### src/rtl/ps2_host_tx.sv
// Host-to-device PS/2 transmitter: inhibit, request-to-send, 8 data bits, odd parity, stop, ACK.
// Both PS/2 lines are driven open-drain via active-high pull-low enables.
module ps2_host_tx #(
   parameter int unsigned INHIBIT_CYCLES = 10000,
   parameter int unsigned TIMEOUT_CYCLES = 2000000,
   parameter int unsigned FILTER_LEN     = 8
) (
   input  logic       clk,
   input  logic       rst_n,
   input  logic [7:0] tx_data,
   input  logic       tx_valid,
   output logic       tx_ready,
   input  logic       ps2_clk,
   input  logic       ps2_data,
   output logic       ps2_clk_oe,
   output logic       ps2_data_oe,
   output logic       busy,
   output logic       done,
   output logic       err
);

   localparam int unsigned InhW = (INHIBIT_CYCLES > 1) ? $clog2(INHIBIT_CYCLES) : 1;
   localparam int unsigned TmoW = (TIMEOUT_CYCLES > 1) ? $clog2(TIMEOUT_CYCLES) : 1;
   localparam logic [InhW-1:0] InhLast = InhW'(INHIBIT_CYCLES - 1);
   localparam logic [TmoW-1:0] TmoLast = TmoW'(TIMEOUT_CYCLES - 1);

   typedef enum logic [2:0] {
      StIdle,
      StInhibit,
      StRts,
      StXfer,
      StAck,
      StWaitIdle
   } state_e;

   // Glitch filters: one sync flop, then a FILTER_LEN-deep all-equal window.
   logic                  clk_sync_q, data_sync_q;
   logic [FILTER_LEN-1:0] clk_sr_q, data_sr_q;
   logic                  clk_filt_q, clk_filt_d;
   logic                  data_filt_q, data_filt_d;
   logic                  fall_evt;

   always_ff @(posedge clk or negedge rst_n) begin
      if (!rst_n) begin
         clk_sync_q  <= 1'b1;
         data_sync_q <= 1'b1;
         clk_sr_q    <= '1;
         data_sr_q   <= '1;
         clk_filt_q  <= 1'b1;
         data_filt_q <= 1'b1;
      end else begin
         clk_sync_q  <= ps2_clk;
         data_sync_q <= ps2_data;
         clk_sr_q    <= {clk_sr_q[FILTER_LEN-2:0], clk_sync_q};
         data_sr_q   <= {data_sr_q[FILTER_LEN-2:0], data_sync_q};
         clk_filt_q  <= clk_filt_d;
         data_filt_q <= data_filt_d;
      end
   end

   always_comb begin
      clk_filt_d  = clk_filt_q;
      data_filt_d = data_filt_q;
      if (&clk_sr_q) begin
         clk_filt_d = 1'b1;
      end else if (~|clk_sr_q) begin
         clk_filt_d = 1'b0;
      end
      if (&data_sr_q) begin
         data_filt_d = 1'b1;
      end else if (~|data_sr_q) begin
         data_filt_d = 1'b0;
      end
   end

   assign fall_evt = clk_filt_q & ~clk_filt_d;

   state_e          state_q, state_d;
   logic [InhW-1:0] inh_q, inh_d;
   logic [TmoW-1:0] tmo_q, tmo_d;
   logic [3:0]      bitcnt_q, bitcnt_d;
   logic [7:0]      shreg_q, shreg_d;
   logic            parity_q, parity_d;
   logic            data_oe_q, data_oe_d;
   logic            done_q, done_d;
   logic            err_q, err_d;
   logic [3:0]      next_bit;

   always_ff @(posedge clk or negedge rst_n) begin
      if (!rst_n) begin
         state_q   <= StIdle;
         inh_q     <= '0;
         tmo_q     <= '0;
         bitcnt_q  <= '0;
         shreg_q   <= '0;
         parity_q  <= 1'b0;
         data_oe_q <= 1'b0;
         done_q    <= 1'b0;
         err_q     <= 1'b0;
      end else begin
         state_q   <= state_d;
         inh_q     <= inh_d;
         tmo_q     <= tmo_d;
         bitcnt_q  <= bitcnt_d;
         shreg_q   <= shreg_d;
         parity_q  <= parity_d;
         data_oe_q <= data_oe_d;
         done_q    <= done_d;
         err_q     <= err_d;
      end
   end

   always_comb begin
      state_d   = state_q;
      inh_d     = inh_q;
      tmo_d     = tmo_q;
      bitcnt_d  = bitcnt_q;
      shreg_d   = shreg_q;
      parity_d  = parity_q;
      data_oe_d = data_oe_q;
      done_d    = 1'b0;
      err_d     = 1'b0;
      next_bit  = bitcnt_q + 4'd1;

      unique case (state_q)
         StIdle: begin
            inh_d     = '0;
            tmo_d     = '0;
            data_oe_d = 1'b0;
            if (tx_valid) begin
               shreg_d  = tx_data;
               parity_d = ~^tx_data;
               state_d  = StInhibit;
            end
         end
         StInhibit: begin
            if (inh_q == InhLast) begin
               state_d = StRts;
            end else begin
               inh_d = inh_q + InhW'(1);
            end
         end
         StRts: begin
            bitcnt_d  = '0;
            data_oe_d = 1'b1;
            state_d   = StXfer;
         end
         StXfer: begin
            if (fall_evt) begin
               bitcnt_d = next_bit;
               // Fall n (1..8) presents data bit n-1, i.e. index bitcnt_q.
               if (next_bit <= 4'd8) begin
                  data_oe_d = ~shreg_q[bitcnt_q[2:0]];
               end else if (next_bit == 4'd9) begin
                  data_oe_d = ~parity_q;
               end else begin
                  data_oe_d = 1'b0;
                  state_d   = StAck;
               end
            end
         end
         StAck: begin
            if (fall_evt) begin
               if (data_filt_q) begin
                  err_d   = 1'b1;
                  state_d = StIdle;
               end else begin
                  state_d = StWaitIdle;
               end
            end
         end
         StWaitIdle: begin
            if (clk_filt_q && data_filt_q) begin
               done_d  = 1'b1;
               state_d = StIdle;
            end
         end
         default: state_d = StIdle;
      endcase

      // Timeout overrides every other outcome once the device owns the clock.
      if (state_q inside {StRts, StXfer, StAck, StWaitIdle}) begin
         if (tmo_q == TmoLast) begin
            state_d   = StIdle;
            data_oe_d = 1'b0;
            done_d    = 1'b0;
            err_d     = 1'b1;
         end else begin
            tmo_d = tmo_q + TmoW'(1);
         end
      end
   end

   assign tx_ready    = (state_q == StIdle);
   assign busy        = (state_q != StIdle);
   assign ps2_clk_oe  = (state_q == StInhibit);
   assign ps2_data_oe = (state_q == StRts) | ((state_q == StXfer) & data_oe_q);
   assign done        = done_q;
   assign err         = err_q;

endmodule

### config.mk
export PLATFORM = sky130hd
export DESIGN_NAME = ps2_host_tx
export DESIGN_NICKNAME = d
export VERILOG_FILES = /design/src/rtl/ps2_host_tx.sv
export SDC_FILE = /design/constraint.sdc
export NUM_CORES = 1
export LEC_CHECK = 0
export CAP_MARGIN = 15
export CORE_AREA = 2 2 106 82
export DETAILED_ROUTE_END_ITERATION = 10
export DIE_AREA = 0 0 108 84
export HOLD_SLACK_MARGIN = 0.12
export PLACE_DENSITY = 0.66
export SLEW_MARGIN = 20
export SYNTH_ARGS = -nofsm -noshare
export SYNTH_HDL_FRONTEND = slang
export SYNTH_SLANG_ARGS = --single-unit
### constraint.sdc
create_clock -name clk -period 2.5 [get_ports clk]
set_clock_uncertainty 0.15 [all_clocks]
set_input_delay 0.5 -clock clk [delete_from_list [all_inputs] [get_ports clk]]
set_output_delay 0.5 -clock clk [all_outputs]
set_load 0.01 [all_outputs]
## Yosys cells after proc, flatten, opt, wreduce, memory -nomap -nowiden

Cells that the tools add are included.

| operators by class | value |
|---|---|
| add/subtract/negate cells | 3 |
| magnitude comparators | 2 |
| eq/ne operators | 11 |
| muxes and demuxes | 39 |
| bitwise operators | 6 |
| reduce and logical (&&, ||, !) cells | 14 |

Operator list:

| operator | count |
|---|---|
| 21-bit two-way mux | 3 |
| 3-bit two-way mux | 10 |
| 14-bit one-hot mux with 2 select lines | 1 |
| 21-bit by 1-bit adder with 21-bit output (second input constant) | 1 |
| 21-bit == test (second input constant) | 1 |
| 1-bit two-way mux | 19 |
| 3-bit one-hot mux with 6 select lines | 1 |
| 8-bit AND reduction | 2 |
| 8-bit OR reduction | 2 |
| 14-bit by 1-bit adder with 14-bit output (second input constant) | 1 |
| 14-bit == test (second input constant) | 1 |
| 14-bit two-way mux | 1 |
| 4-bit one-hot mux with 2 select lines | 1 |
| 8-bit XNOR reduction | 1 |
| 3-bit by 2-bit == test with 1-bit output (second input constant) | 2 |
| 3-bit == test (second input constant) | 2 |
| 2-bit inequality test (second input constant) | 3 |
| 2-bit AND reduction | 3 |
| 4-bit by 1-bit adder with 4-bit output (second input constant) | 1 |
| 4-bit == test (second input constant) | 1 |
| 4-bit <= comparator (second input constant) | 1 |
| 3-bit by 4-bit less-than comparator with 1-bit output (second input constant) | 1 |
| 4-bit two-way mux | 1 |
| 2-bit nonzero test | 2 |
| 10 further kinds | 13 |

| storage, ports and cells | value |
|---|---|
| flip-flop bits (word level) | 74 |
| input bits | 13 |

## Depth between registers and ports, before layout

Gate-level depths: netlist (run 1).

| logic depth | value |
|---|---|
| word-level depth | 9 |
| mapped depth | 8 |
| depth with buffers taken out | 6 |

## Worst setup path before layout (run 1)

No wires, ideal clock.

| timing | value |
|---|---|
| path kind | flip-flop to flip-flop |
| start point | register tmo_q[0] |
| end point | register tmo_q[15] |
| library setup time | 0.124 ns |
| data arrival time | 1.674 ns |
| data required time | 2.226 ns |
| path slack | 0.552 ns |
| cell stages (with the launch flop) | 7 |
| buffers on the path | 0 |
| period minus slack after synthesis | 1.948 ns |
| path through | dfrtp_1 > ha_1 > and3_1 > and3_1 > a21oi_4 > nor2_1 > a211o_1 |

| between the ends | value |
|---|---|
| word-level cells in the longest chain between the ends | 3 |
| elaborated cells on any way between the ends | 4 |
| those cells by class | add/sub: 1; eq/ne: 1; mux: 2 |

Ends and longest elaborated chain:

| element | RTL line | text |
|---|---|---|
| start: declaration | 80 | `logic [TmoW-1:0] tmo_q, tmo_d;` |
| start signal: assignment | 103 | `tmo_q <= tmo_d;` |
| 21-bit by 1-bit adder with 21-bit output or 21-bit == test (tied branches) | 189, 183 |  |
| 21-bit two-way mux (*) | 183 | `if (tmo_q == TmoLast) begin` |
| 21-bit two-way mux (*) | 182 | `if (state_q inside {StRts, StXfer, StAck, StWaitIdle}) begin` |
| via tmo_d[15] | 80 |  |

The timed path passes the listed nets; every way through them passes the cells marked *.
A chain may end at the register's enable or synchronous reset.

## Final worst setup path (run 1)

| timing | value |
|---|---|
| start point | register state_q[1] |
| end point | output ps2_clk_oe |

| between the ends | value |
|---|---|
| word-level cells in the longest chain between the ends | 1 |

Ends and longest elaborated chain:

| element | RTL line | text |
|---|---|---|
| start: declaration | 78 | `state_e state_q, state_d;` |
| start signal: assignment | 91 | `state_q <= StIdle;` |
| start signal: assignment | 101 | `state_q <= state_d;` |
| 3-bit by 1-bit == test with 1-bit output | 196 | `assign ps2_clk_oe = (state_q == StInhibit);` |
| end: declaration | 15 | `output logic ps2_clk_oe,` |

Every way passes these cells.

==> results of run 1 <==
[kinds of logic after synthesis]
logic type	after synthesis	synth area share
AO/OA/AOI/OAI	77	0.1291
multiplexers	18	0.06374
flip-flops	74	0.4878
adder cells (fa/ha/maj)	7	0.02276
AND/OR/NAND/NOR	149	0.2192
buffers and inverters	22	0.03642
XOR/XNOR	18	0.04098
[registers in the layout, indices dropped and copies added (netlist names)]
name         flops
shreg_q          8
clk_filt_q       1
data_sync_q      1
state_q          3
clk_sr_q         8
done             1
data_filt_q      1
tmo_q           21
parity_q         1
data_sr_q        8
inh_q           14
clk_sync_q       1
data_oe_q        1
err              1
bitcnt_q         4
[metal layers]
| layer | vias up | track usage | share of wire |
|---|---|---|---|
| li1 | 1391 | - | - |
| met1 | 1376 | 0.2673 | 0.51 |
| met2 | 42 | 0.2744 | 0.44 |
| met3 | 11 | 0.05464 | 0.035 |
| met4 | 0 | 0.06177 | 0.016 |
| met5 | - | 0 | 0 |
[power by group through the flow]
stage               combinational (mW)  sequential (mW)  clock [mW]
global placement                0.0777             1.26           0
global route                    0.0868             1.24        1.13
floorplan                       0.0240             1.26           0
CTS                             0.0802             1.24        1.07
finish                          0.0775             1.24        1.04
detailed placement              0.0783             1.26           0
[path summary, 6_finish.rpt]
kind,from,endpoint,cells past startpoint
hold reg to reg,clk_sync_q,clk_sr_q[0],0
max in group asynchronous,rst_n,clk_sr_q[1],3
min in group asynchronous,rst_n,err,2
setup / recovery,state_q[1],ps2_clk_oe,3
hold / removal,clk_sync_q,clk_sr_q[0],0
setup reg to reg,bitcnt_q[0],state_q[0],5
[layout make-up]
class / instances / area (sq um)
clock buffers: 10 / 148.9
inverters: 9 / 38.79
flip-flops and latches: 74 / 1878
well taps: 108 / 135.1
fillers: 739 / 3755
multi-input cells: 269 / 1844
repair buffers: 30 / 287.8
clock inverters: 6 / 76.32
[stage by stage]
stage	utilization	hold slack [ns]
finish	0.5401	0.2075
global route	0.5401	0.2117
CTS	0.5364	0.2098
floorplan	-	0.05441
detailed placement	0.5067	0.1979
global placement	0.5067	0.1962
[repair_timing]
action | 4_1_cts | 5_1_grt
endpoints found under the setup margin | 3 | 3
hold buffers | 1 | 0
resized for setup | 2 | 5
setup buffers | 0 | 2
hold endpoints to repair | 15 | 0
pin swaps | 0 | 1
[layout by cell type, fill, tap and decap left out, types with 7 or more instances in the layout]
cell type | netlist | final
xnor2_1 | 11 | 11
clkdlybuf4s50_1 | 0 | 14
buf_4 | 1 | 10
nand3_1 | 32 | 32
ha_1 | 7 | 7
xor2_1 | 7 | 7
dfrtp_1 | 54 | 53
and3_1 | 12 | 12
nand2_1 | 33 | 32
mux2_4 | 7 | 7
clkbuf_8 | 0 | 9
dfstp_2 | 20 | 20
nor2_1 | 27 | 27
nand4_1 | 11 | 11
inv_1 | 8 | 8
a21oi_1 | 15 | 15
o21ai_0 | 21 | 21
a31oi_1 | 13 | 13
==> impl_metrics.py, run 1 <==
metrics = {
    "yosys": {
        "ys_seq_area_frac": 0.4878,
        "synth-seq-cells": 74,
        "yosysWarnings": 0,
        "mappedNetlistNets": 385,
        "ys_types": 61,
        "synth_ff_type": "dfrtp_1",
        "synth_top_area_share": 0.3512,
        "avgSynthCellArea_sq_um": 10.54,
        "synthCells": 365,
        "synth_top_cells_by_count": "dfrtp_1, nand2_1, nand3_1",
        "yosysMostFrequentCell": "dfrtp_1",
        "synthesis.area_sq_mm": 0.003847,
        "ys_top_cells_by_area": "dfrtp_1, dfstp_2, nand3_1, nand2_1, mux2_4",
        "async_reset_ff_frac": 1.000,
        "yosys.area.top_type": "dfrtp_1",
        "synth_edf_count": 0,
    },
    "grt": {
        "grt_antenna_before_repair": 0,
        "grt_start_max_net_pins": 43,
        "track_usage": 0.1876,
        "gr-total-overflow": 0,
        "grt_pass1_wl_microns": 13360,
        "grt_pass1_vias": 2767,
    },
    "worst_setup_path": {
        "rrSetupSlack_ns": 0.27,
        "max_stage_delay_ns": 0.59,
        "path_max_fanout": 6,
        "path_class": "flip-flop to output port",
        "critPathSlowestCell": "clkdlybuf4s50_1",
        "cp_data_arrival_time_ns": 1.77,
        "critPathCaptureType": "output port",
        "crit_chain": "buf_4, nor3b_4, clkdlybuf4s50_1",
        "cp_data_required_time_ns": 1.85,
        "start_kind": "flip-flop",
        "path_buf_inv": 2,
        "cp_top_family": "buffers and inverters",
    },
    "layout": {
        "drive_gt1_frac": 0.2136,
        "fin_nets": 413,
        "antennaDiodeCount": 0,
        "final_area_sq_mm": 0.004409,
        "area_delta_synth_final_pct": 14.60,
        "fin_cells": 506,
    },
    "routing": {
        "drc": 0,
        "vias_per_cell": 5.573,
        "routedWlPerCell_microns": 15.10,
        "vias": 2820,
        "drt_wl_total_microns": 7639,
        "ant_nets": 0,
        "dr.pass1.iters": 4,
        "drtIter0Drc": 150,
    },
    "place": {
        "dp.cells": 487,
        "dp_hpwl_microns": 5359,
        "routabilityCongestion": 0.8230,
        "dp_slack_ns": 0.2354,
        "placed_cell_area_sq_mm": 0.004136,
        "place.port_buffers": 18,
    },
    "floorplanning": {
        "start_util": 0.4713,
        "die-area_sq_mm": 0.009072,
        "core_area_sq_mm": 0.008164,
        "fp.dieH_microns": 84,
        "die_w_microns": 108,
        "pin_count": 19,
        "rows": 29,
    },
    "sta": {
        "fin_crit_sh": 0.9661,
        "rsz0062_at_grt": "false",
        "fin_setup_tns_ns": 0,
        "finalHoldViolCount": 0,
        "tightest_slew_ns": 0.5596,
        "drv_slew": 0,
        "min_period_ns": 2.415,
        "setup_viol": 0,
        "slew-limit-headroom": 0.6235,
        "fmax_mhz": 414.0,
        "setup_slack_ns": 0.08481,
    },
    "job": {
        "cap_viol_max_count": 0,
    },
    "pwr": {
        "max-vdd-ir-drop_mv": 0.2637,
        "p_switching_uw": 549.3,
        "seq_power_share": 0.526,
        "p_int_mw": 1.806,
        "power_mw": 2.355,
        "p_per_area_mw_per_mm2": 534.1,
        "netSwitchingFraction": 0.2332,
        "p_leak_nw": 1.902,
        "clockPowerShare": 0.441,
        "combPwrFrac": 0.033,
    },
    "clock_tree": {
        "clk_latency_ns": 0.36,
        "clk_pin_slew_worst_paths_ns": 0.08,
        "cts_tree": "yes",
        "htree_levels": 3,
        "cts_num_sinks": 74,
        "cts_buffer_depth": 2,
        "cts_root_buffer": "clkbuf_8",
        "numCtsBuffers": 9,
    },
    "status": {
        "status": "finished clean",
    },
    "hold_path": {
        "min_path_type": "flip-flop to flip-flop",
    },
}
Power figures use the tool's default switching activity.
==> run 2, diff against run 1 <==
CELL_PAD_IN_SITES_DETAIL_PLACEMENT = 1   (was unset)
CELL_PAD_IN_SITES_GLOBAL_PLACEMENT = 1   (was unset)
CORE_AREA = 2 2 107 83   (was 2 2 106 82)
DIE_AREA = 0 0 109 85   (was 0 0 108 84)
PLACE_DENSITY = unset   (was 0.66)
PLACE_DENSITY_LB_ADDON = 0.1   (was unset)
==> run 2 against run 1 <==
  * Setup slack worse by 0.012 ns
  * Critical path type unchanged
  * First-iteration DRC count decreased by 41%
  * Non-clock buffer count fell by 3
  * Clock-buffer cell count is 1 higher
  * Sequential share of layout area is 0.41 points higher
  * Die area increased by 2.1%
  * Hold slack improved by 0.0038 ns
  * Final cell count is 0.59% lower
  * Power fell by 2.0%
==> impl_metrics.py, run 2 (synthesis gave the netlist of run 1 again) <==
metrics = {
    "status": {
        "status": "finished clean",
    },
    "grt": {
        "grt_pass1_vias": 3066,
        "grt_pass1_wl_microns": 15750,
        "track_usage": 0.2218,
        "gr-total-overflow": 0,
        "grt_antenna_before_repair": 0,
        "grt_start_max_net_pins": 46,
    },
    "worst_setup_path": {
        "critPathCaptureType": "output port",
        "cp_data_required_time_ns": 1.85,
        "start_kind": "flip-flop",
        "critPathSlowestCell": "clkdlybuf4s50_1",
        "crit_chain": "or3_4, clkinv_4, clkdlybuf4s50_1",
        "cp_data_arrival_time_ns": 1.78,
        "max_stage_delay_ns": 0.52,
        "path_max_fanout": 6,
        "r2r-end": "state_q[0]",
        "reg2reg_from": "bitcnt_q[0]",
        "path_class": "flip-flop to output port",
        "worstRegToRegCells": 5,
        "rrSetupSlack_ns": 0.26,
    },
    "routing": {
        "drc": 0,
        "vias": 2881,
        "vias_per_cell": 5.728,
        "drtIter0Drc": 89,
        "dr.pass1.iters": 4,
        "ant_nets": 0,
        "routedWlPerCell_microns": 18.38,
        "drt_wl_total_microns": 9243,
    },
    "job": {
        "cap_viol_max_count": 0,
    },
    "sta": {
        "finalHoldViolCount": 0,
        "min_period_ns": 2.427,
        "drv_slew": 0,
        "slew-limit-headroom": 0.6333,
        "tightest_slew_ns": 0.5467,
        "rsz0062_at_grt": "true",
        "whs_ns": 0.2113,
        "fin_crit_sh": 0.9710,
        "fmax_mhz": 412.0,
        "setup_slack_ns": 0.07256,
        "setup_viol": 0,
    },
    "clock_tree": {
        "clk_latency_ns": 0.36,
        "htree_levels": 3,
        "post_cts_buffers": 0,
        "cts_tree": "yes",
        "cts_num_sinks": 74,
        "numCtsBuffers": 9,
        "cts_root_buffer": "clkbuf_8",
        "clk_pin_slew_worst_paths_ns": 0.09,
        "cts_buffer_depth": 2,
    },
    "floorplanning": {
        "die_w_microns": 109,
        "start_util": 0.4671,
        "fp.dieH_microns": 85,
        "pin_count": 19,
        "rows": 29,
        "die-area_sq_mm": 0.009265,
        "core_area_sq_mm": 0.008237,
    },
    "place": {
        "dp_slack_ns": 0.2678,
        "routabilityCongestion": 0.7731,
        "dp_hpwl_microns": 6606,
        "place.port_buffers": 18,
    },
    "layout": {
        "area_delta_synth_final_pct": 13.50,
        "antennaDiodeCount": 0,
        "fill_cells": 907,
        "top_regs": "tmo_q x21, inh_q x14",
        "largest_reg_flops": 21,
        "seq_area_sq_mm": 0.001878,
        "multi_input_area_sq_mm": 0.001838,
        "final_common_cell": "dfrtp_1",
        "fin_nets": 410,
        "drive_gt1_frac": 0.2076,
        "layout_common_cells": "dfrtp_1, nand2_1, nand3_1, nor2_1, o21ai_0",
        "regMostFlops": "tmo_q",
    },
    "pwr": {
        "p_per_area_mw_per_mm2": 528.3,
        "p_leak_nw": 1.861,
        "max-vdd-ir-drop_mv": 0.3198,
        "power_mw": 2.307,
    },
    "hold_path": {
        "min_from": "clk_sync_q",
        "min_path_type": "flip-flop to flip-flop",
        "hold_end": "clk_sr_q[0]",
        "hold_depth": 0,
    },
}
-- run 2: routing by layer --
layer	vias up	wire [microns]	global-route usage
li1	1383	-	-
met4	0	109	0.06643
met5	-	0	0
met3	10	222	0.04455
met1	1453	4757	0.3234
met2	35	4153	0.3343
-- run 2: power by group --
part           switching, mW  total [mW]  internal, mW
Combinational         0.0423      0.0780        0.0357
Clock                  0.498       0.988         0.491
Sequential            0.0140        1.24          1.23
Total                  0.554        2.31          1.75
-- run 2: repair_timing --
action	CTS	global route
endpoints found under the hold margin	29	0
hold buffers	1	0
gates resized for setup	2	2
setup endpoints to repair	3	2
-- run 2: through the flow --
stage | TNS, ns | cell area [sq um] | utilization | cells
6_report | 0 | 4367 | 0.5302 | 503
5_1_grt | -0.02661 | 4367 | 0.5302 | 503
4_1_cts | 0 | 4363 | 0.5297 | 503
3_5_place_dp | 0 | 4131 | 0.5016 | 486
3_3_place_gp | 0 | 4131 | 0.5016 | 486
2_1_floorplan | 0 | 3847 | - | 365
-- run 2: worst max-delay path by stage --
stage | startpoint | depth (start not counted) | end | slack (ns)
final | state_q[2] | 3 | tx_ready | 0.07
after global routing | state_q[1] | 3 | ps2_clk_oe | -0.03
after CTS | state_q[2] | 4 | ps2_data_oe | 0.03
after detailed placement | bitcnt_q[0] | 6 | state_q[0] | 0.27
after global placement | state_q[2] | 4 | ps2_data_oe | 0.38
after floorplan | tmo_q[0] | 6 | tmo_q[15] | 0.55
-- run 2: cell type report --
cell class                 instances  area share
sequential                        74      0.4301
multi-input combinational        269      0.4209
timing repair buffer              27     0.06017
clock buffer                      11     0.03983
tap                              108     0.03095
clock inverter                     5    0.009169
inverter                           9    0.008883
-- run 2: critical path, delay by kind of cell, from the launching register on --
family / cells / cell delay (ns)
buffers and inverters: 2 / 0.58
flip-flops: 1 / 0.45
AND/OR/NAND/NOR: 1 / 0.39
==> run 3, diff against run 2 <==
--- a/config.mk
+++ b/config.mk
@@ -10,4 +10,5 @@
 export CELL_PAD_IN_SITES_GLOBAL_PLACEMENT = 1
 export CORE_AREA = 2 2 107 83
+export CTS_CLUSTER_DIAMETER = 30
 export DETAILED_ROUTE_END_ITERATION = 10
 export DIE_AREA = 0 0 109 85
--- a/constraint.sdc
+++ b/constraint.sdc
@@ -3,3 +3,3 @@
 set_input_delay 0.5 -clock clk [delete_from_list [all_inputs] [get_ports clk]]
 set_output_delay 0.5 -clock clk [all_outputs]
-set_load 0.01 [all_outputs]
+set_load 0.02 [all_outputs]
==> run 3 against run 2 <==
  * Maximum frequency rose by 5.8%
  * Global-route usage is 0.90 points lower
  * Critical endpoint is now ps2_data_oe
  * Register-to-register slack barely moved
  * Clock power shrank 7.6%
  * Clock-buffer cell count decreased by 2
  * Critical path type unchanged
  * Sequential share of layout area increased by 0.34 points
  * Die area unchanged
  * Flip-flop and latch count did not move
==> impl_metrics.py, run 3 (synthesis gave the netlist of run 1 again) <==
metrics = {
    "routing": {
        "vias": 2929,
        "drt_wl_total_microns": 8958,
        "routedWlPerCell_microns": 17.81,
        "drtIter0Drc": 115,
        "ant_nets": 0,
        "drc": 0,
        "dr.pass1.iters": 4,
        "vias_per_cell": 5.823,
    },
    "sta": {
        "slew-limit-headroom": 0.6565,
        "drv_slew": 0,
        "setup_viol": 0,
        "min_period_ns": 2.294,
        "whs_ns": 0.2105,
        "rsz0062_at_grt": "false",
        "setup_slack_ns": 0.2060,
        "fin_crit_sh": 0.9176,
        "finalHoldViolCount": 0,
        "fin_setup_tns_ns": 0,
        "fmax_mhz": 435.9,
        "tightest_slew_ns": 0.5113,
    },
    "place": {
        "dp_hpwl_microns": 6472,
        "dp.cells": 486,
        "place.port_buffers": 18,
        "dp_slack_ns": 0.2331,
        "placed_cell_area_sq_mm": 0.004131,
        "routabilityCongestion": 0.7839,
    },
    "hold_path": {
        "min_path_type": "flip-flop to flip-flop",
    },
    "floorplanning": {
        "die_w_microns": 109,
        "fp.dieH_microns": 85,
        "rows": 29,
        "pin_count": 19,
        "start_util": 0.4671,
        "die-area_sq_mm": 0.009265,
        "core_area_sq_mm": 0.008237,
    },
    "layout": {
        "final_common_cell": "dfrtp_1",
        "seq_area_sq_mm": 0.001877,
        "layout_common_cells": "dfrtp_1, nand2_1, nand3_1, nor2_1, o21ai_0",
        "fin_nets": 410,
        "fin_cells": 503,
        "largest_reg_flops": 21,
        "regMostFlops": "tmo_q",
        "area_delta_synth_final_pct": 12.52,
        "multi_input_area_sq_mm": 0.001836,
        "final_area_sq_mm": 0.004329,
        "drive_gt1_frac": 0.2025,
        "fill_cells": 916,
        "top_regs": "tmo_q x21, inh_q x14",
        "utilization": 0.5256,
        "antennaDiodeCount": 0,
    },
    "clock_tree": {
        "cts_buffer_depth": 2,
        "clk_latency_ns": 0.36,
        "numCtsBuffers": 9,
        "post_cts_buffers": 0,
        "cts_tree": "yes",
        "cts_num_sinks": 74,
        "clk_pin_slew_worst_paths_ns": 0.09,
        "htree_levels": 3,
        "cts_root_buffer": "clkbuf_8",
    },
    "worst_setup_path": {
        "max_stage_delay_ns": 0.46,
        "cp_data_arrival_time_ns": 1.64,
        "start_kind": "flip-flop",
        "crit_chain": "inv_1, nand2_1, a21oi_1, dlygate4sd2_1",
        "critPathCaptureType": "output port",
        "path_class": "flip-flop to output port",
        "path_max_fanout": 8,
        "cp_data_required_time_ns": 1.85,
        "critPathSlowestCell": "dfrtp_1",
    },
    "pwr": {
        "max-vdd-ir-drop_mv": 0.2713,
        "p_leak_nw": 1.837,
        "p_per_area_mw_per_mm2": 515.3,
        "power_mw": 2.231,
    },
    "job": {
        "cap_viol_max_count": 0,
    },
    "grt": {
        "grt_pass1_vias": 3053,
        "gr-total-overflow": 0,
        "grt_start_max_net_pins": 40,
        "grt_antenna_before_repair": 0,
        "grt_pass1_wl_microns": 15280,
        "track_usage": 0.2129,
    },
    "status": {
        "status": "finished clean",
    },
}
-- run 3: cell count changes in the layout (fill, tap and decap cells not counted), sizes merged --
cell	before	now
inv	10	15
dlymetal6s2s	1	0
clkinv	4	1
dlygate4sd2	0	4
clkbuf	11	9
clkdlybuf4s50	16	13
-- run 3: cell type report --
class	count	area share
clock buffer	9	0.02861
clock inverter	7	0.01474
inverter	9	0.008960
multi-input combinational	269	0.4240
sequential	74	0.4335
tap	108	0.03121
timing repair buffer	27	0.05896
-- run 3: path summary, 6_finish.rpt --
| kind | startpoint | end | slack (ns) | cells past startpoint |
|---|---|---|---|---|
| setup / recovery | state_q[2] | ps2_data_oe | 0.21 | 4 |
| hold / removal | data_sync_q | data_sr_q[0] | 0.21 | 0 |
| setup reg to reg | bitcnt_q[0] | data_oe_q | 0.26 | 5 |
| hold reg to reg | data_sync_q | data_sr_q[0] | 0.21 | 0 |
| max in group asynchronous | rst_n | clk_filt_q | 1.07 | 3 |
| min in group asynchronous | rst_n | shreg_q[3] | 0.50 | 2 |
-- run 3: layer usage --
metal | track usage | wire length (microns)
met5 | 0 | 0
met4 | 0.06760 | 108
met2 | 0.3219 | 4075
met1 | 0.3070 | 4451
met3 | 0.04455 | 322
-- run 3: critical path, delay by kind of cell (launching register included) --
kind	cells	cell delay [ns]
AOI/OAI and AO/OA	1	0.17
DFF	1	0.46
and+or+nand+nor	1	0.18
buffers and inverters	2	0.48
-- run 3: where the power goes --
| group | leakage, nW | total, mW | internal [mW] | switching, mW |
|---|---|---|---|---|
| registers | 0.945 | 1.24 | 1.23 | 0.0136 |
| clock network | 0.0994 | 0.913 | 0.389 | 0.524 |
| logic | 0.793 | 0.0770 | 0.0356 | 0.0414 |
| total | 1.84 | 2.23 | 1.65 | 0.579 |
-- run 3: repair_timing --
action,CTS,global route
setup endpoints to repair,4,0
hold endpoints to repair,35,0
hold buffers,1,0
resized for setup,5,0
